## config.mk

```make
export PLATFORM = sky130hd
export DESIGN_NAME = interval_timer_ctrl
export DESIGN_NICKNAME = d
export VERILOG_FILES = /design/src/rtl/interval_timer_ctrl.sv
export SDC_FILE = /design/constraint.sdc
export NUM_CORES = 1
export LEC_CHECK = 0
export ABC_AREA = 1
export BUFFER_PORTS_ARGS = -buffer_cell sky130_fd_sc_hd__buf_2
export CAP_MARGIN = 15
export CORE_UTILIZATION = 60
export DETAILED_ROUTE_END_ITERATION = 8
export PLACE_DENSITY = 0.89
export SYNTH_ARGS = -nofsm -noshare
export SYNTH_HDL_FRONTEND = slang
export SYNTH_SLANG_ARGS = --single-unit
```

## constraint.sdc

```tcl
create_clock -name clk -period 3.2 [get_ports clk]
set_input_delay 0 -clock clk [delete_from_list [all_inputs] [get_ports clk]]
set_output_delay 0 -clock clk [all_outputs]
set_load 0.02 [all_outputs]
```

## src/rtl/interval_timer_ctrl.sv

```systemverilog
`default_nettype none
// ============================================================================
// Module   : interval_timer_ctrl
// Brief    : Programmable interval timer: prescaled up-counter with latched
//            terminal period, one-shot / auto-reload modes, pause, an expiry
//            pulse and a saturating expiry counter.
// Revision : 1.0 - initial release
// ============================================================================
module interval_timer_ctrl #(
    parameter int WIDTH = 8,
    parameter int PRE_W = 4
) (
    input  logic             clk,
    input  logic             reset,
    input  logic             start,
    input  logic             stop,
    input  logic             pause,
    input  logic             mode,
    input  logic [WIDTH-1:0] period,
    input  logic [PRE_W-1:0] prescale,
    output logic [WIDTH-1:0] count,
    output logic             busy,
    output logic             expire,
    output logic [3:0]       expire_cnt
);

    localparam logic [1:0] ST_IDLE  = 2'd0;
    localparam logic [1:0] ST_RUN   = 2'd1;
    localparam logic [1:0] ST_PAUSE = 2'd2;

    localparam logic [3:0] ECNT_MAX = 4'd15;

    logic [1:0]       state_q,    state_d;
    logic [WIDTH-1:0] count_q,    count_d;
    logic [PRE_W-1:0] pre_q,      pre_d;
    logic             expire_q,   expire_d;
    logic [3:0]       ecnt_q,     ecnt_d;
    logic             busy_q,     busy_d;
    logic             mode_q,     mode_d;
    logic [WIDTH-1:0] period_q,   period_d;
    logic [PRE_W-1:0] pres_q,     pres_d;

    // Next-state logic; control priority is stop, then start, then pause.
    always_comb begin
        state_d  = state_q;
        count_d  = count_q;
        pre_d    = pre_q;
        expire_d = 1'b0;
        ecnt_d   = ecnt_q;
        mode_d   = mode_q;
        period_d = period_q;
        pres_d   = pres_q;

        if (stop) begin
            state_d = ST_IDLE;
            count_d = '0;
            pre_d   = '0;
        end else if (start) begin
            mode_d   = mode;
            period_d = period;
            pres_d   = prescale;
            count_d  = '0;
            pre_d    = '0;
            ecnt_d   = '0;
            state_d  = ST_RUN;
        end else begin
            case (state_q)
                ST_RUN: begin
                    if (pause) begin
                        // Entering PAUSE freezes everything; no tick this edge.
                        state_d = ST_PAUSE;
                    end else if (pre_q == pres_q) begin
                        pre_d = '0;
                        if (count_q != period_q) begin
                            count_d = count_q + 1'b1;
                        end else begin
                            expire_d = 1'b1;
                            if (ecnt_q != ECNT_MAX) begin
                                ecnt_d = ecnt_q + 1'b1;
                            end
                            if (mode_q) begin
                                count_d = '0;
                            end else begin
                                // One-shot leaves the terminal value visible.
                                state_d = ST_IDLE;
                            end
                        end
                    end else begin
                        pre_d = pre_q + 1'b1;
                    end
                end
                ST_PAUSE: begin
                    // Resume edge does not tick either.
                    if (!pause) begin
                        state_d = ST_RUN;
                    end
                end
                default: begin
                    state_d = ST_IDLE;
                end
            endcase
        end

        busy_d = (state_d == ST_RUN) || (state_d == ST_PAUSE);
    end

    // State registers with asynchronous active-high reset.
    always_ff @(posedge clk or posedge reset) begin
        if (reset) begin
            state_q  <= ST_IDLE;
            count_q  <= '0;
            pre_q    <= '0;
            expire_q <= 1'b0;
            ecnt_q   <= '0;
            busy_q   <= 1'b0;
            mode_q   <= 1'b0;
            period_q <= '0;
            pres_q   <= '0;
        end else begin
            state_q  <= state_d;
            count_q  <= count_d;
            pre_q    <= pre_d;
            expire_q <= expire_d;
            ecnt_q   <= ecnt_d;
            busy_q   <= busy_d;
            mode_q   <= mode_d;
            period_q <= period_d;
            pres_q   <= pres_d;
        end
    end

    assign count      = count_q;
    assign busy       = busy_q;
    assign expire     = expire_q;
    assign expire_cnt = ecnt_q;

endmodule
`default_nettype wire

```

==> results of run 1 <==
[layout by cell type (no fill, tap or decap), types with 6 or more instances in the layout]
cell type / count
nand2_1: 69
inv_1: 44
dfrtp_1: 33
nor2_1: 32
buf_2: 31
dlygate4sd3_1: 17
a21oi_1: 14
nand3_1: 12
xor2_1: 7
o21ai_0: 6
[layer usage]
metal / global-route usage [%] / share of wire [%]
met1: 36.1 / 46
met2: 44.7 / 48
met3: 7.25 / 3.9
met4: 9.86 / 1.6
met5: 0 / 0
[worst max path at each step]
stage                          end  startpoint  cells past startpoint  slack (ps)
final                     count[6]    count[2]                     10        1350
after floorplan           count[2]    count[2]                     11        1620
after detailed placement  count[6]    count[2]                     10        1410
after global placement    count[4]    count[2]                     10        1460
after global routing      count[5]    count[2]                     10        1160
after CTS                 count[5]    count[2]                     10        1380
[where the power goes]
| part | total [mW] | internal (mW) | switching [mW] |
|---|---|---|---|
| clock network | 0.330 | 0.186 | 0.143 |
| registers | 0.453 | 0.439 | 0.0140 |
| logic | 0.127 | 0.0522 | 0.0750 |
[per-stage QoR]
| step | cells | hold WS (ps) |
|---|---|---|
| floorplan | 256 | 99.8 |
| global placement | 328 | 108 |
| detailed placement | 328 | 108 |
| CTS | 353 | 280 |
| global route | 353 | 342 |
| finish | 353 | 270 |
[kinds of logic after synthesis]
family / synth area share, %
AND/OR/NAND/NOR: 28.7
buffers and inverters: 10.0
flip-flops: 43.2
AO/OA/AOI/OAI: 11.0
XOR/XNOR: 3.21
adder cells (fa/ha/maj): 3.27
multiplexers: 0.589
[layout make-up]
cell class                      instances  area [um^2]  share of cell area (%)
Multi-Input combinational cell        174          895                    37.9
Clock inverter                          1         30.0                    1.27
Tap cell                               44         55.1                    2.33
Sequential cell                        33          826                    35.0
Inverter                               45          169                    7.15
Timing Repair Buffer                   49          333                    14.1
Clock buffer                            7         55.1                    2.33
[timing repair]
action,CTS,global route
hold buffers,17,0
setup endpoints to repair,0,0
endpoints found under the hold margin,50,0
[sequential cells by signal (all words and copies together) (netlist names)]
name	count
mode_q	1
pre_q	4
expire_cnt	4
expire	1
period_q	8
state_q	2
count	8
pres_q	4
busy	1
[critical path: stages (launching register included)]
cell,delay (ps)
dfrtp_1,490
inv_1,70
nand2_1,60
nand2_1,60
nor2_2,110
inv_1,50
nor2_1,100
nand2_2,100
o31ai_4,510
nand2_1,130
o21ai_2,90
==> impl_metrics.json, run 1 <==
{
  "clkLatencyLatePin_ps": 340,
  "cts.sinks": 33,
  "clkTransAtPathRegs_ps": 100,
  "die_w_um": 58.5,
  "start_util_pct": 63.1,
  "fillers": 220,
  "grt_setup_unrepaired": "no",
  "drive_gt1_share_pct": 17.5,
  "synthesis.nets": 279,
  "synth_seq_cells": 33,
  "power_mw": 0.910,
  "syn_to_final_growth_pct": 23.6,
  "vias": 1734,
  "maxSlewHeadroom_pct": 32.9,
  "ys_warn_count": 0,
  "max-vdd-ir-drop_mv": 0.246,
  "synth-edff-count": 0,
  "synth_top_area_cell": "dfrtp_1",
  "worst_slack_ps": 1350,
  "ios": 32,
  "synth.area.top_cells": "dfrtp_1 (43%), nand2_1 (14%), inv_1 (8.6%), nor2_1 (6.3%), a21oi_1 (3.7%)",
  "max_cap_viol_count": 0,
  "cts_max_path_buffers": 2,
  "final_util_pct": 78.0,
  "drtIter0Drc": 58,
  "hold_violations": 0,
  "synthCells": 256,
  "power.density_nw_per_um2": 385,
  "required_ps": 3480,
  "setup.worst_path.end_class": "register",
  "ys.flop_type": "dfrtp_1",
  "io_buffers": 31,
  "startpoint_type": "register",
  "ys_async_sr_fraction_pct": 100,
  "synth_top_area_share_pct": 43.2,
  "skew_ps": 7.48,
  "fin_crit_sh_pct": 57.7,
  "finalInstanceArea_um2": 2360,
  "antenna_found_initial": 0,
  "via_per_inst": 4.91,
  "place_area_um2": 2110,
  "cts_buffers": 5,
  "r2r-start": "count[2]",
  "critPathMaxFanout": 12,
  "setup_viol": 0,
  "place.detailed.hpwl_mm": 2.73,
  "avgRoutedWirePerCell_um": 11.3,
  "htreeDepth": 2,
  "yosysSeqAreaShare_pct": 43.2,
  "root_buffer": "clkbuf_4",
  "track_usage_pct": 27.6,
  "r2r_cells": 10,
  "syn_area_um2": 1910,
  "cts_tree": "done",
  "leakage_nw": 1.23,
  "reg2reg_to": "count[6]",
  "drc_errors": 0,
  "finalWirelength_mm": 4.00,
  "first_global_vias": 1635,
  "ctsResizeCount": 0,
  "fin_tns_setup_ps": 0,
  "rrSetupSlack_ps": 1350,
  "grt_pass1_wl_mm": 7.01,
  "num_antenna_cells": 0,
  "grt_remaining_overflow": 0,
  "tightest_slew_ps": 1000,
  "critPathKind": "register to register",
  "coreArea_um2": 3030,
  "slew_violations": 0,
  "num_rows": 20,
  "postRouteAntennaNets": 0,
  "yosysMostFrequentCell": "nand2_1",
  "arrival_ps": 2120,
  "status": "finished clean",
  "die_h_um": 58.5,
  "dr.pass1.iters": 4,
  "synth.distinct_cells": 28,
  "synth.top_cells.by_count": "nand2_1 (69), inv_1 (44), dfrtp_1 (33), nor2_1 (32), a21oi_1 (14)",
  "grt_max_degree": 34,
  "worst_hold_path_type": "input port to asynchronous set/reset pin",
  "dp_slack_ps": 1410,
  "place_congestion": 0.885,
  "die_area_um2": 3420,
  "nets": 331,
  "syn-mean-instance-area_um2": 7.47,
  "period_minus_slack_ps": 1850,
  "fmax_mhz": 542,
  "cts_setup_buffers": 0
}
No activity file was read; power rests on OpenSTA's default activity.
==> run 2: changes to the inputs <==
CORE_UTILIZATION = 56   (was 60)
PLACE_DENSITY = 0.84   (was 0.89)
clock period = 1.7 ns   (was 3.2 ns; I/O delays follow)
==> run 2 against run 1 <==
Net effect:
- clock skew up 2.1 ps
- clock power up 37%
- design area up 4.4%
- sequential power up 89%
- cell count up 3.1%
- combinational power up 100%
- first-iteration DRC count up 21%
- largest power group unchanged
==> impl_metrics.json, run 2 (synthesis results as in run 1) <==
{
  "worst_slack_ps": 81.5,
  "htreeDepth": 2,
  "max-vdd-ir-drop_mv": 0.597,
  "dr.pass1.iters": 4,
  "final_cell_mix": "nand2_1 (66), inv_1 (42), buf_2 (31)",
  "drive_gt1_share_pct": 24.7,
  "fmax_mhz": 618,
  "fillers": 238,
  "num_antenna_cells": 0,
  "vias": 1838,
  "use_met3_pct": 6.40,
  "cts_buffers": 5,
  "start_util_pct": 60.6,
  "cts.sinks": 33,
  "first_global_vias": 1737,
  "finalInstanceArea_um2": 2470,
  "path_buf_inv": 0,
  "antenna_found_initial": 0,
  "grt_pass1_wl_mm": 7.08,
  "period_minus_slack_ps": 1620,
  "arrival_ps": 1850,
  "drtIter0Drc": 70,
  "avgRoutedWirePerCell_um": 11.8,
  "hold_violations": 0,
  "setup_viol": 0,
  "die_h_um": 60.4,
  "crit_top_cell": "nand2_1",
  "postRouteAntennaNets": 0,
  "max_cap_viol_count": 0,
  "grt_util_met1_pct": 30.7,
  "cts_max_path_buffers": 2,
  "die_w_um": 60.4,
  "setup.worst_path.end_class": "register",
  "coreArea_um2": 3150,
  "crit_slowest_cell": "dfrtp_2",
  "seqCellArea_um2": 830,
  "final_common_cell": "nand2_1",
  "power.density_nw_per_um2": 636,
  "num_rows": 20,
  "slew_violations": 0,
  "maxSlewHeadroom_pct": 72.2,
  "place.detailed.hpwl_mm": 2.97,
  "place_congestion": 0.893,
  "fin_tns_setup_ps": 0,
  "ios": 32,
  "die_area_um2": 3650,
  "drc_errors": 0,
  "place_area_um2": 2160,
  "via_per_inst": 5.05,
  "critPathMaxFanout": 6,
  "cp_cell_sequence": "nand2_1 -> nand2_1 -> nor2_1 -> nand2_1 -> nor2_4 -> nand3_2 -> nand2_1 -> nand2_1 -> nand2_2 -> nand2_1 -> nand2_1 -> nand2_1",
  "dp_cells": 334,
  "nets": 343,
  "multi_input_comb_area_um2": 922,
  "clkLatencyLatePin_ps": 340,
  "fin_crit_sh_pct": 95.2,
  "status": "finished clean",
  "root_buffer": "clkbuf_4",
  "clkTransAtPathRegs_ps": 100,
  "cts_tree": "done",
  "grt_util_met2_pct": 47.3,
  "critPathMaxStageDelay_ps": 450,
  "grt_max_degree": 34,
  "dp_slack_ps": 75.4,
  "skew_ps": 9.54,
  "instances_no_fill": 364,
  "syn_to_final_growth_pct": 29.0,
  "finalWirelength_mm": 4.31,
  "worst_hold_path_type": "input port to asynchronous set/reset pin",
  "track_usage_pct": 26.7,
  "grt_setup_unrepaired": "yes",
  "io_buffers": 31,
  "required_ps": 1930,
  "startpoint_type": "register",
  "busiest_layer": "met2",
  "crit_family": "simple AND/OR/NAND/NOR gates",
  "r2r_cells": 12,
  "critPathKind": "register to register",
  "cp_num_cells": 12,
  "leakage_nw": 1.28,
  "grt_remaining_overflow": 0,
  "tightest_slew_ps": 418
}
## run 2: path summary, 6_finish.rpt
| kind | from | endpoint | slack, ps |
|---|---|---|---|
| worst max-delay path | count[1] | busy | 80 |
| worst min-delay path | reset | pres_q[3] | 290 |
| worst max register to register | count[1] | busy | 80 |
| worst min register to register | pres_q[2] | pres_q[2] | 540 |
| max in group asynchronous | reset | count[4] | 1090 |
| min in group clk | period[0] | period_q[0] | 430 |
## run 2: area by class of cell
cell class | count | share of cell area [%]
well taps | 44 | 2.23
inverters | 45 | 6.85
multi-input cells | 174 | 37.4
clock buffers | 7 | 2.23
repair buffers | 61 | 17.7
flip-flops and latches | 33 | 33.6
## run 2: routing by layer
metal	share of wire [%]	wire length, um
met1	42	1820
met2	49	2120
met3	6.0	259
met4	2.6	112
met5	0	0
## run 2: worst register-to-register path, stage by stage, from the launching register on
cell,delay (ps)
dfrtp_2,450
nand2_1,90
nand2_1,90
nor2_1,120
nand2_1,100
nor2_4,220
nand3_2,100
nand2_1,60
nand2_1,50
nand2_2,60
nand2_1,60
nand2_1,60
nand2_1,50
## run 2: metrics by stage
stage | utilization (%) | hold slack, ps | power, mW
after floorplan | - | 99.8 | 1.02
after global placement | 68.7 | 109 | 1.08
after detailed placement | 68.7 | 112 | 1.09
after CTS | 75.8 | 279 | 1.57
after global routing | 78.2 | 324 | 1.65
final | 78.2 | 286 | 1.57
## run 2: repair_timing
item | in CTS | in global routing
setup buffers | 0 | 6
hold endpoints to repair | 50 | 0
resized for setup | 0 | 14
endpoints found under the setup margin | 0 | 16
hold buffers | 17 | 0
## run 2: power breakdown
part / internal (mW) / switching (mW) / leakage, nW / total (mW)
logic: 0.109 / 0.151 / 0.837 / 0.260
registers: 0.827 / 0.0289 / 0.415 / 0.856
clock network: 0.195 / 0.256 / 0.0314 / 0.451
total: 1.13 / 0.436 / 1.28 / 1.57
